[src/rtl/updown_counter_mod.sv]
// Parametrised up/down counter with load, programmable modulus, wrap/saturate mode,
// terminal-count flag and registered one-cycle wrap pulse.
module updown_counter_mod #(
    parameter int unsigned BITS      = 4,
    parameter int unsigned MAX       = (1 << BITS) - 1,
    parameter int unsigned RESET_VAL = MAX,
    parameter bit          SATURATE  = 1'b0
) (
    input  logic            clk,
    input  logic            reset,
    input  logic            en,
    input  logic            sel,
    input  logic            load,
    input  logic [BITS-1:0] load_val,
    output logic [BITS-1:0] count,
    output logic            tc,
    output logic            wrap
);

    localparam logic [BITS-1:0] MaxVal   = BITS'(MAX);
    localparam logic [BITS-1:0] ResetVal = BITS'(RESET_VAL);
    localparam logic [BITS-1:0] One      = BITS'(1);

    logic [BITS-1:0] count_q, count_d;
    logic            wrap_q, wrap_d;
    logic            at_max, at_zero;

    assign at_max  = (count_q == MaxVal);
    assign at_zero = (count_q == '0);

    always_comb begin
        count_d = count_q;
        wrap_d  = 1'b0;
        if (load) begin
            // Clamp so the count never leaves 0..MAX, even for out-of-range loads.
            count_d = (load_val > MaxVal) ? MaxVal : load_val;
        end else if (en) begin
            if (sel) begin
                if (!at_max) begin
                    count_d = count_q + One;
                end else if (!SATURATE) begin
                    count_d = '0;
                    wrap_d  = 1'b1;
                end
            end else begin
                if (!at_zero) begin
                    count_d = count_q - One;
                end else if (!SATURATE) begin
                    count_d = MaxVal;
                    wrap_d  = 1'b1;
                end
            end
        end
    end

    always_ff @(posedge clk) begin
        if (!reset) begin
            count_q <= ResetVal;
            wrap_q  <= 1'b0;
        end else begin
            count_q <= count_d;
            wrap_q  <= wrap_d;
        end
    end

    always_comb begin
        count = count_q;
        wrap  = wrap_q;
        tc    = sel ? at_max : at_zero;
    end

endmodule

[config.mk]
export PLATFORM = sky130hd
export DESIGN_NAME = updown_counter_mod
export DESIGN_NICKNAME = d
export VERILOG_FILES = /design/src/rtl/updown_counter_mod.sv
export SDC_FILE = /design/constraint.sdc
export NUM_CORES = 1
export LEC_CHECK = 0
export CORE_AREA = 2 2 39 41
export CTS_CLUSTER_SIZE = 14
export DETAILED_ROUTE_END_ITERATION = 10
export DIE_AREA = 0 0 41 43
export PLACE_DENSITY = 0.56
export SLEW_MARGIN = 20
export SYNTH_ARGS = -nofsm -noshare
export SYNTH_HDL_FRONTEND = slang
export SYNTH_SLANG_ARGS = --single-unit
[constraint.sdc]
create_clock -name clk -period 1.5 [get_ports clk]
set_input_delay 0.45 -clock clk [delete_from_list [all_inputs] [get_ports clk]]
set_output_delay 0.45 -clock clk [all_outputs]
set_load 0.01 [all_outputs]
==> flow_metrics.env <==
export IMPL_final_common_cell="buf_4"
export IMPL_grt_antenna_before_repair=0
export IMPL_grt_pass1_vias=372
export IMPL_layoutNonFillerInstCount=89
export IMPL_clk_insertion_delay_late_ns=0.25
export IMPL_vias=404
export IMPL_ctsHoldBuffers=0
export IMPL_first_iter_violations=7
export IMPL_setup_violations=1
export IMPL_worst_slack_ns=-0.176
export IMPL_yosysUniqueCellTypes=22
export IMPL_fin_util_pct=48.4
export IMPL_synthToLayoutAreaGrowth_pct=92.4
export IMPL_synth_area_leaders="dfxtp_1 (29%), ha_1 (7.2%), o311a_1 (5.8%)"
export IMPL_worstSetupPathType="reg2out"
export IMPL_path_cells="inv_2, ha_4, nand2b_4, o31ai_4, buf_2"
export IMPL_routed_wl_um=924
export IMPL_critPathCaptureType="output port"
export IMPL_synthMuxAreaShare_pct=2.88
export IMPL_die_h_um=43
export IMPL_pwr_share_clk_pct=32.2
export IMPL_die_area_um2=1760
export IMPL_clockBufferDepth=2
export IMPL_leakage_nw=0.311
export IMPL_grt_use_met3_pct=3.14
export IMPL_max_stage_delay_ns=0.34
export IMPL_core_area_um2=1380
export IMPL_relSlewSlack_pct=86.1
export IMPL_worstPathArrival_ns=1.23
export IMPL_postCtsSetupBuffers=0
export IMPL_fin_nets=85
export IMPL_synth_largest_area_cell="dfxtp_1"
export IMPL_max_freq_mhz=597
export IMPL_met2_usage_pct=17.5
export IMPL_seq_area_frac_synth_pct=28.8
export IMPL_rows=14
export IMPL_slew_violations=0
export IMPL_synth_area_um2=348
export IMPL_cp_required_ns=1.05
export IMPL_cts_root_buf="clkbuf_4"
export IMPL_yosys_warnings=0
export IMPL_critPathLaunchType="register"
export IMPL_final_cell_mix="buf_4 (14), clkdlybuf4s50_1 (7), nand2_1 (5), dlygate4sd2_1 (5), dfxtp_2 (4)"
export IMPL_synth_compound_area_share_pct=25.9
export IMPL_finalPower_w=0.000500
export IMPL_wl_per_cell_um=10.4
export IMPL_powerDensity_nw_per_um2=747
export IMPL_h_tree_depth=1
export IMPL_rsz0062_at_grt="true"
export IMPL_comb_power_share_pct=35.9
export IMPL_drcViolationCount=0
export IMPL_cts_buffers=3
export IMPL_layout_drive_gt1_share_pct=43.8
export IMPL_critPathMaxFanout=4
export IMPL_yosys_area_share_adder_pct=7.19
export IMPL_grt_use_met1_pct=17.3
export IMPL_sequentialPowerShare_pct=31.9
export IMPL_antennaDiodeCount=0
export IMPL_via_per_inst=4.54
export IMPL_start_util_pct=25.1
export IMPL_synth_top_cell_area_share_pct=28.8
export IMPL_ir_drop_v=0.000500
export IMPL_synth_seq_cells=5
export IMPL_finalCritPeriodShare_pct=112
export IMPL_power_report_internal_total_w=0.000353
export IMPL_power_switching_w=0.000148
export IMPL_syn_nets=52
export IMPL_drt_pass1_iterations=4
export IMPL_grt_max_degree=6
export IMPL_grt_total_usage_pct=13.7
export IMPL_hp_class="reg2reg"
export IMPL_io_pin_count=15
export IMPL_yosys_area_share_simple_pct=21.2
export IMPL_synth_xor_area_share_pct=7.55
export IMPL_dp_cells=85
export IMPL_synth_cells=41
export IMPL_worst_pin_slew_ns=0.206
export IMPL_ant_nets=0
export IMPL_port_buffers=14
export IMPL_clock_sinks=5
export IMPL_gr_total_overflow=0
export IMPL_finClkSkew_ns=0.00222
export IMPL_outcome="finished, violations left"
export IMPL_period_needed_ns=1.68
export IMPL_die_width_um=41
export IMPL_synth_top_family_by_area="compound AO/OA/AOI/OAI gates"
export IMPL_swShare_pct=29.5
export IMPL_gp_congestion=0.702
export IMPL_maxCapViolations=0
export IMPL_tritoncts="yes"
export IMPL_slowest_stage="dfxtp_2"
export IMPL_avgSynthCellArea_um2=8.48
export IMPL_busiest_layer="met2"
export IMPL_grt_pass1_wl_um=1570
export IMPL_cts_reportedPaths_clkPinSlew_ns=0.04
export IMPL_finalHoldViolCount=0
export IMPL_violations="setup timing"
## metrics by stage
step	hold WS, ns	worst slack, ns	instance area, µm²	TNS, ns
final	0.623	-0.176	669	-0.176
after global routing	0.669	-0.218	669	-0.218
after CTS	0.608	-0.214	658	-0.214
after detailed placement	0.634	-0.801	618	-1.17
after global placement	0.599	-0.786	618	-1.17
after floorplan	0.512	0.0385	349	0
## cell usage after synthesis (all sizes together)
master / instances
o31ai: 1
ha: 2
nor2: 2
inv: 5
or3: 1
mux2i: 1
dfxtp: 5
a21oi: 3
nand2: 6
clkbuf: 1
xor2: 2
xnor2: 1
nand3: 1
o21ai: 1
a31oi: 1
o211ai: 2
nand4: 1
o311a: 2
o41ai: 1
and4b: 1
nand2b: 1
## worst max-delay path, delay by kind of cell (launching register included)
family	cells	cell delay, ns
buffers and inverters	2	0.25
flip-flops	1	0.34
AO/OA/AOI/OAI	1	0.18
adder cells (fa/ha/maj)	1	0.14
AND/OR/NAND/NOR	1	0.06
## metal layers
layer	vias to the layer above	share of wire (%)
met5	-	0
met4	0	4.5
met3	4	4.0
met2	13	45
met1	176	46
li1	211	-
## state kept, by name, summed over array words and instances, names as in the netlist
| name | flops |
|---|---|
| wrap | 1 |
| count | 4 |
## area by class of cell
type                            count  area, µm²
Timing Repair Buffer               29        240
Multi-Input combinational cell     30        259
Fill cell                         133        714
Sequential cell                     5        105
Inverter                            5       18.8
Tap cell                           16       20.0
Clock buffer                        4       26.3
## power by group through the flow
| stage | Sequential (W) | Combinational, W | Clock, W |
|---|---|---|---|
| after floorplan | 0.000165 | 0.0000652 | 0 |
| after global placement | 0.000156 | 0.000177 | 0 |
| after detailed placement | 0.000156 | 0.000178 | 0 |
| after CTS | 0.000157 | 0.000178 | 0.000165 |
| after global routing | 0.000161 | 0.000199 | 0.000177 |
| final | 0.000159 | 0.000180 | 0.000161 |
## logic make-up after synthesis
logic type | count (synthesis)
muxes | 1
buffers and inverters | 6
AOI/OAI and AO/OA | 11
and+or+nand+nor | 13
DFF | 5
xor gates and xnor gates | 3
adders and majority gates | 2
## final timing paths
path	end	startpoint	slack, ns	cells past startpoint
min reg2reg	count[1]	count[1]	0.62	2
max	tc	count[1]	-0.18	5
min	count[1]	count[1]	0.62	2
max reg2reg	count[3]	count[1]	0.14	5
## what timing repair did
action / in CTS / in global routing
pin swaps: 1 / 0
gates resized for setup: 17 / 6
setup endpoints to repair: 6 / 3
Note: power is estimated with default switching activity, not from simulation.
